<file path="src/rtl/w5300_bus_arbiter.sv">
// Round-robin arbiter sharing the single W5300 host port among NUM_REQ requesters.
// One access in flight at a time; completion is the rising edge of ctrl_op_state, with a timeout watchdog.
module w5300_bus_arbiter #(
  parameter int NUM_REQ        = 3,
  parameter int TIMEOUT_CYCLES = 64
) (
  input  logic                    clk,
  input  logic                    rst,
  input  logic [NUM_REQ-1:0]      req_valid,
  input  logic [NUM_REQ-1:0]      req_rnw,
  input  logic [10*NUM_REQ-1:0]   req_addr,
  input  logic [16*NUM_REQ-1:0]   req_wr_data,
  output logic [NUM_REQ-1:0]      req_ready,
  output logic [NUM_REQ-1:0]      rsp_valid,
  output logic [15:0]             rsp_rd_data,
  output logic                    rsp_err,
  output logic                    busy,
  output logic [10:0]             ctrl_addr,
  output logic [15:0]             ctrl_wr_data,
  output logic                    ctrl_op_req,
  input  logic [15:0]             ctrl_rd_data,
  input  logic                    ctrl_op_state,
  output logic [1:0]              o_dbg_state
);

  localparam int   GW = (NUM_REQ > 1) ? $clog2(NUM_REQ) : 1;
  localparam int   CW = (TIMEOUT_CYCLES > 1) ? $clog2(TIMEOUT_CYCLES) : 1;
  localparam logic RD = 1'b1;
  localparam logic WR = 1'b0;

  typedef enum logic [1:0] {
    S_IDLE = 2'd0,
    S_WAIT = 2'd1,
    S_RESP = 2'd2
  } state_t;

  state_t              r_state;
  state_t              w_state_nxt;
  logic [GW-1:0]       r_last_grant;
  logic [GW-1:0]       r_grant;
  logic                r_rnw;
  logic                r_op_state_q;
  logic [CW-1:0]       r_count;
  logic [NUM_REQ-1:0]  r_req_ready;
  logic [NUM_REQ-1:0]  r_rsp_valid;
  logic [15:0]         r_rsp_rd_data;
  logic                r_rsp_err;
  logic [10:0]         r_ctrl_addr;
  logic [15:0]         r_ctrl_wr_data;
  logic                r_ctrl_op_req;

  logic [GW-1:0]       w_lo;
  logic [GW-1:0]       w_hi;
  logic                w_hi_any;
  logic [GW-1:0]       w_pick;
  logic [NUM_REQ-1:0]  w_pick_oh;
  logic [NUM_REQ-1:0]  w_grant_oh;
  logic                w_sel_rnw;
  logic [9:0]          w_sel_addr;
  logic [15:0]         w_sel_data;
  logic                w_any;
  logic                w_edge;
  logic                w_accept;
  logic                w_finish;
  logic                w_timeout;

  // Handshake: req_valid is a level request whose fields must stay stable until
  // req_ready pulses (one cycle, one-hot); the access is then owned by the arbiter
  // and ends with exactly one rsp_valid pulse to the same requester.

  assign w_any = |req_valid;

  // Lowest requester above last_grant wins; otherwise wrap to the lowest overall.
  always_comb begin
    w_lo       = '0;
    w_hi       = '0;
    w_hi_any   = 1'b0;
    w_pick_oh  = '0;
    w_grant_oh = '0;
    w_sel_rnw  = 1'b0;
    w_sel_addr = '0;
    w_sel_data = '0;
    for (int i = NUM_REQ - 1; i >= 0; i--) begin
      if (req_valid[i]) begin
        w_lo = GW'(i);
        if (i > int'(r_last_grant)) begin
          w_hi     = GW'(i);
          w_hi_any = 1'b1;
        end
      end
    end
    w_pick = w_hi_any ? w_hi : w_lo;
    for (int i = 0; i < NUM_REQ; i++) begin
      if (w_pick == GW'(i)) begin
        w_pick_oh[i] = 1'b1;
        w_sel_rnw    = req_rnw[i];
        w_sel_addr   = req_addr[10*i +: 10];
        w_sel_data   = req_wr_data[16*i +: 16];
      end
      if (r_grant == GW'(i)) begin
        w_grant_oh[i] = 1'b1;
      end
    end
  end

  always_ff @(posedge clk) begin
    if (rst) begin
      r_state <= S_IDLE;
    end else begin
      r_state <= w_state_nxt;
    end
  end

  // A completion edge outranks a timeout landing on the same cycle.
  always_comb begin
    w_state_nxt = r_state;
    w_accept    = 1'b0;
    w_finish    = 1'b0;
    w_timeout   = 1'b0;
    w_edge      = ctrl_op_state & ~r_op_state_q;
    case (r_state)
      S_IDLE: begin
        if (w_any) begin
          w_accept    = 1'b1;
          w_state_nxt = S_WAIT;
        end
      end
      S_WAIT: begin
        if (w_edge) begin
          w_finish    = 1'b1;
          w_state_nxt = S_RESP;
        end else if (r_count == CW'(TIMEOUT_CYCLES - 1)) begin
          w_finish    = 1'b1;
          w_timeout   = 1'b1;
          w_state_nxt = S_RESP;
        end
      end
      S_RESP:  w_state_nxt = S_IDLE;
      default: w_state_nxt = S_IDLE;
    endcase
  end

  always_ff @(posedge clk) begin
    if (rst) begin
      r_last_grant   <= GW'(NUM_REQ - 1);
      r_grant        <= '0;
      r_rnw          <= 1'b0;
      r_op_state_q   <= 1'b0;
      r_count        <= '0;
      r_req_ready    <= '0;
      r_rsp_valid    <= '0;
      r_rsp_rd_data  <= '0;
      r_rsp_err      <= 1'b0;
      r_ctrl_addr    <= '0;
      r_ctrl_wr_data <= '0;
      r_ctrl_op_req  <= 1'b0;
    end else begin
      r_op_state_q <= ctrl_op_state;
      r_req_ready  <= '0;
      r_rsp_valid  <= '0;
      if (r_state == S_WAIT) begin
        r_count <= r_count + CW'(1);
      end
      if (w_accept) begin
        r_grant        <= w_pick;
        r_last_grant   <= w_pick;
        r_rnw          <= w_sel_rnw;
        r_ctrl_addr    <= {(w_sel_rnw ? RD : WR), w_sel_addr};
        r_ctrl_wr_data <= w_sel_data;
        r_ctrl_op_req  <= 1'b1;
        r_req_ready    <= w_pick_oh;
        r_count        <= '0;
      end
      if (w_finish) begin
        r_ctrl_op_req <= 1'b0;
        r_rsp_valid   <= w_grant_oh;
        r_rsp_err     <= w_timeout;
        r_rsp_rd_data <= (!w_timeout && r_rnw) ? ctrl_rd_data : 16'h0000;
      end
    end
  end

  assign req_ready    = r_req_ready;
  assign rsp_valid    = r_rsp_valid;
  assign rsp_rd_data  = r_rsp_rd_data;
  assign rsp_err      = r_rsp_err;
  assign busy         = (r_state != S_IDLE);
  assign ctrl_addr    = r_ctrl_addr;
  assign ctrl_wr_data = r_ctrl_wr_data;
  assign ctrl_op_req  = r_ctrl_op_req;
  assign o_dbg_state  = r_state;

endmodule

</file>
<file path="config.mk">
export PLATFORM = sky130hd
export DESIGN_NAME = w5300_bus_arbiter
export DESIGN_NICKNAME = d
export VERILOG_FILES = /design/src/rtl/w5300_bus_arbiter.sv
export SDC_FILE = /design/constraint.sdc
export NUM_CORES = 1
export LEC_CHECK = 0
export ABC_CLOCK_PERIOD_IN_PS = 4000
export CAP_MARGIN = 20
export CORE_MARGIN = 5
export CORE_UTILIZATION = 40
export DETAILED_ROUTE_END_ITERATION = 10
export GPL_TIMING_DRIVEN = 1
export PLACE_DENSITY_LB_ADDON = 0.3
export SLEW_MARGIN = 10
export SYNTH_ARGS = -nofsm -noshare
export SYNTH_HDL_FRONTEND = slang
export SYNTH_SLANG_ARGS = --single-unit
</file>
<file path="constraint.sdc">
create_clock -name clk -period 4 [get_ports clk]
set_input_delay 0.8 -clock clk [delete_from_list [all_inputs] [get_ports clk]]
set_output_delay 0.8 -clock clk [all_outputs]
set_load 0.01 [all_outputs]
</file>
After elaboration in Yosys (flattened, before gate mapping)

Index checks and enable logic that the tools add are counted.

Bits in registers: 65
Bits of input ports: 103
Output and inout port bits: 54
Word-level logic and storage cells: 80

$add $sub $neg: 1
Order comparisons: 2
Equal/unequal tests: 8
Muxes and demuxes: 40
Bitwise logic cells: 4
Reduce and logical (&&, ||, !) cells: 12

Operators by type and width:

| kind                  | count |
|---|---|
| $mux W16              | 4 |
| $mux W10              | 3 |
| $mux W2               | 11 |
| $mux W1               | 21 |
| $reduce_or A2 Y1      | 4 |
| $add A6 B1 Y6 const B | 1 |
| $eq A2 B1 Y1 const B  | 3 |
| $eq A6 B6 Y1 const B  | 1 |
| $logic_not A2 Y1      | 3 |
| $eq A2 B2 Y1 const B  | 2 |
| $pmux W2 S2           | 1 |
| $ne A3 B3 Y1 const B  | 1 |
| $not A1 Y1            | 3 |
| $reduce_or A3 Y1      | 1 |
| $gt A1 B2 Y1 const A  | 1 |
| $gt A2 B2 Y1 const A  | 1 |
| $ne A2 B2 Y1 const B  | 1 |
| $reduce_and A2 Y1     | 1 |
| $reduce_bool A2 Y1    | 1 |
| $and A1 B1 Y1         | 1 |
| $logic_and A1 B1 Y1   | 1 |
| $logic_not A1 Y1      | 1 |

Longest topological paths before layout

Depth after elaboration: 11
Mapped depth: 7
Depth with buffers taken out: 5

Least setup slack after synthesis

No wires, ideal clock.

Path type: input-to-reg
Start point: input port ctrl_op_state
End point: register r_rsp_rd_data[10] (netlist: rsp_rd_data[10])
Library setup time: 117 ps
Arrival time: 1,863 ps
Data required time: 3,883 ps
Slack: 2,020 ps
Stages on the path: 6
Path buffers: 2
Cell sequence: nor2b_1 -> o21ba_2 -> o21ba_2 -> buf_2 -> buf_2 -> a22o_1

Word-level cells in the longest chain between the ends: 6
Elaborated cells on any way between the ends: 8
Classes of those cells: mux: 5; bitwise: 1; reduce/logical: 2

Ends and longest elaborated chain:

| element              | RTL line | source |
|---|---|---|
| from (decl)          | 22       | `input logic ctrl_op_state,` |
| $and A1 B1 Y1 *      | 120      | `w_edge = ctrl_op_state & ~r_op_state_q;` |
| $mux W1              | 129      | `if (w_edge) begin` |
| $mux W1              | 121      | `case (r_state)` |
| $logic_not A1 Y1     | 178      | `r_rsp_rd_data <= (!w_timeout && r_rnw) ? ctrl_rd_data : 16'h0000;` |
| $logic_and A1 B1 Y1  | 178      |  |
| $mux W16             | 178      |  |
| to (signal assigned) | 178      |  |
| to (decl)            | 46       | `logic [15:0] r_rsp_rd_data;` |

Mark *: on every way between the ends. The rest lies on a longest branch, timed or not.
A chain may end at the register's enable or synchronous reset.

Worst setup path in the final report

Start point: input port req_valid[2]
End point: register r_ctrl_addr[7] (netlist: ctrl_addr[7])

Word-level cells in the longest chain between the ends: 8
Elaborated cells on any way between the ends: 19
Classes of those cells: eq/ne: 2; mux: 15; reduce/logical: 2

Ends and longest elaborated chain:

| element                            | RTL line | source |
|---|---|---|
| from (decl)                        | 9        | `input logic [NUM_REQ-1:0] req_valid,` |
| $mux W2 or $mux W1 (tied branches) | 84       | `if (req_valid[i]) begin` |
| $mux W2 (tied with other cells)    | 86       | `if (i > int'(r_last_grant)) begin` |
| $mux W2 or $mux W1 (tied branches) | 84       |  |
| $mux W2                            | 92       | `w_pick = w_hi_any ? w_hi : w_lo;` |
| $logic_not A2 Y1                   | 94       | `if (w_pick == GW'(i)) begin` |
| $mux W10 (3 in series)             | 94       |  |
| to (signal assigned)               | 168      | `r_ctrl_addr <= {(w_sel_rnw ? RD : WR), w_sel_addr};` |
| to (decl)                          | 48       | `logic [10:0] r_ctrl_addr;` |

Several ways; a longest one is shown, not always the timed one.

==> results.md <==
- Status: complete, no violations
- Postcts setup bufs: 0
- PD cells: 372 nW/um^2
- Clock latency at the later pin of the worst-skew pair: 0.32 ns
- Dpl hpwl: 6.43 mm
- Vias: 2738
- First-pass GRT wire length: 13.6 mm
- Vias in the first global route: between 2000 and 3000
- Pleak: 0.00164 uW
- Port Buffer Count: between 150 and 200
- Die area: 8370 um^2
- Max-cap violations: 0
- Register area share after synthesis: 0.475
- Asr flop ratio synth: 0
- CTS buffer count: 9
- Die width: 91.5 um
- Hold/Removal Path Class: flop to flop
- # rows: 29
- Clk slew on worst S/H paths: ~0.06 ns
- Final setup skew: 0.00684 ns
- Die H: 91.5 um
- Final worst-path cycle share: 0.692
- Post-Syn Nets: 382
- TritonCTS clock tree: built
- H-tree lvl count: 3
- Final Cell Area: 4440 um^2
- Critical path origin: req_valid[2]
- Fmax: 361 MHz
- Pin count of the biggest net entering global routing: 33
- Average size of a mapped cell: 9.55 um^2
- Startpoint Class: primary input
- Diode count: 0
- Antenna-violating nets left: 0
- Slew HR: 0.371
- Main synth FF type: dfxtp_1
- Reg2Reg Depth: 5
- Post-synthesis cell area: 2660 um^2
- Critical path type: primary input to flop
- Crit. End Element: flop
- Clock root buffer master: clkbuf_8
- P&R area growth vs syn: 67.3%
- Total gr overflow: 0
- Worst vdd ir: 0.220 mV
- Total Power: 1650 uW
- Gpl congestion: 0.816
- Arr. time, crit path: 3.00 ns
- Setup TNS: 0 ns
- Flop2flop setup slack: 1.88 ns
- Initial antenna violation count: 0
- Post-Route WL: between 8 and 9 mm
- Worst r2r dst: ctrl_wr_data[9]$_SDFFE_PP0P_
- Worst r2r src: o_dbg_state[0]$_SDFFE_PP0P_
- Worst Max-Slew Pin Slew: around 0.94 ns
- Worst path slowest cell: a2bb2oi_2
- Post-CTS sizing: 0
- Place WS: 0.889 ns
- Crit path to: ctrl_addr[7]$_SDFFE_PP0P_
- Top Ports: 157
- Layout cells sized above 1: 0.0718
- Clock Sinks: 63
- Via density: 5.38
- DRC viols: 0
- Ys Warns: 0
- Synth cell types: 39
- Flop and latch count out of synthesis: between 60 and 70
- Max-slew violation count: 0
- Crit path largest cell delay: 0.72 ns
- RSZ-0062 raised after global routing: no
- Initial DRC Count: between 90 and 100
- Cts-stage hold buffer count: 0
- Min setup slack post-route: 1.23 ns
- Area post-placement: between 4000 and 5000 um^2
- Starting density of the core: 0.416
- Final setup viols: 0
- GRT Total Usage: 0.200
- Worst path cell trace: clkdlybuf4s50_1 -> and2b_1 -> a2bb2oi_2 -> buf_4 -> nor2_1 -> o31ai_1
- Nets: 532
- Synth Instances: 278
- Clock tree buffer depth: 2
- EDFF count, synth: 0
- Tmin final: 2.77 ns
- Maximum fanout along the worst path: 20
- Core ar.: 6390 um^2
- DRT Pass-1 Iters: 4
- WL per Instance: 16.9 um
- Fin. Hold Viols: 0
- Worst endpoint required time: approximately 4.2 ns
[power by group]
group	internal, uW	switching, uW
clock network	315	230
logic	230	172
registers	676	29.7
total	1220	432
[through the flow]
stage | util | instances | hold slack [ns]
after CTS | 0.696 | 509 | 0.468
after global routing | 0.696 | 509 | 0.494
final | 0.696 | 509 | 0.476
after floorplan | - | 278 | 0.435
after detailed placement | 0.665 | 494 | 0.459
after global placement | 0.665 | 494 | 0.461
[cell families (layout without fill, tap and decap cells)]
| kind of cell | Yosys count | in the layout | synth area share |
|---|---|---|---|
| AO/OA/AOI/OAI | 87 | 87 | 0.248 |
| AND/OR/NAND/NOR | 92 | 92 | 0.192 |
| multiplexers | 3 | 3 | 0.0113 |
| adder cells (fa/ha/maj) | 1 | 1 | 0.00471 |
| buffers and inverters | 28 | 182 | 0.0556 |
| XOR/XNOR | 4 | 4 | 0.0132 |
| flip-flops | 63 | 63 | 0.475 |
[how the worst min path moves through the flow]
stage	slack, ns	endpoint	cells past startpoint	start
after floorplan	0.43	rsp_valid[0]$_SDFF_PP0_	1	r_grant[1]$_SDFFE_PP0P_
after global placement	0.46	rsp_valid[1]$_SDFF_PP0_	1	r_grant[1]$_SDFFE_PP0P_
after detailed placement	0.46	rsp_valid[0]$_SDFF_PP0_	1	r_grant[1]$_SDFFE_PP0P_
after CTS	0.47	rsp_valid[0]$_SDFF_PP0_	1	r_grant[1]$_SDFFE_PP0P_
after global routing	0.49	rsp_rd_data[2]$_SDFFE_PP0P_	1	rsp_rd_data[2]$_SDFFE_PP0P_
final	0.48	rsp_valid[0]$_SDFF_PP0_	1	r_grant[1]$_SDFFE_PP0P_
[area by class of cell]
type / instances / area, um^2
tap: 77 / 96.3
multi-input combinational: 187 / 1260
timing repair buffer: 163 / 1610
sequential: 63 / 1260
clock buffer: 11 / 151
inverter: 4 / 15.0
clock inverter: 4 / 45.0
fill: 529 / 1940
[cells in the final DEF (no fill, tap or decap), drive strengths merged, types with 2 or more instances in the layout]
| cell | count |
|---|---|
| xor2 | 2 |
| clkbuf | 11 |
| a21oi | 4 |
| o22ai | 25 |
| o21ai | 2 |
| buf | 7 |
| nor3b | 2 |
| dfxtp | 63 |
| inv | 4 |
| mux2i | 3 |
| clkdlybuf4s50 | 156 |
| clkinv | 3 |
| nand3b | 26 |
| a211oi | 3 |
| nand2b | 3 |
| or3 | 3 |
| nand2 | 4 |
| nor2b | 3 |
| o31ai | 26 |
| xnor2 | 2 |
| nor3 | 9 |
| a2bb2oi | 2 |
| o21ba | 2 |
| nand3 | 2 |
| nor2 | 35 |
| a22o | 17 |
[worst max-delay path, delay by kind of cell]
family          cells  cell delay (ns)
buf+inv             2             0.94
compound gates      2             0.94
simple gates        2             0.30
[layer usage]
layer / part of all wire / track usage / up-vias
met1: 0.42 / 0.240 / 1250
met2: 0.46 / 0.328 / 133
li1: - / - / 1337
met5: 0 / 0 / -
met3: 0.094 / 0.0653 / 18
met4: 0.019 / 0.0831 / 0
[cell usage after synthesis, types with 2 or more instances]
cell,number,share of area
xnor2_1,2,0.0066
nand3b_1,26,0.074
buf_4,5,0.014
a2bb2oi_2,2,0.011
inv_1,4,0.0057
dfxtp_1,63,0.48
nand2_1,4,0.0057
clkbuf_1,10,0.014
o22ai_1,25,0.059
mux2i_1,3,0.011
buf_6,2,0.0085
nor3b_1,2,0.0057
nor3_1,8,0.015
a22o_1,17,0.056
xor2_1,2,0.0066
o31ai_1,26,0.074
o21ba_2,2,0.0075
o21ai_0,2,0.0038
buf_2,7,0.013
nor2_1,35,0.049
a21oi_1,4,0.0075
a211oi_1,3,0.0085
or3_1,3,0.0071
nor2b_1,3,0.0071
nand3_1,2,0.0038
nand2b_1,3,0.0071
[flip-flops by register name, indices dropped and copies added, names as in the netlist]
signal	count
ctrl_wr_data	16
rsp_rd_data	16
ctrl_addr	10
r_count	6
req_ready	3
rsp_valid	3
o_dbg_state	2
r_last_grant	2
ctrl_op_req	1
r_grant	1
r_op_state_q	1
r_rnw	1
rsp_err	1
(Power assumes the default switching activity.)
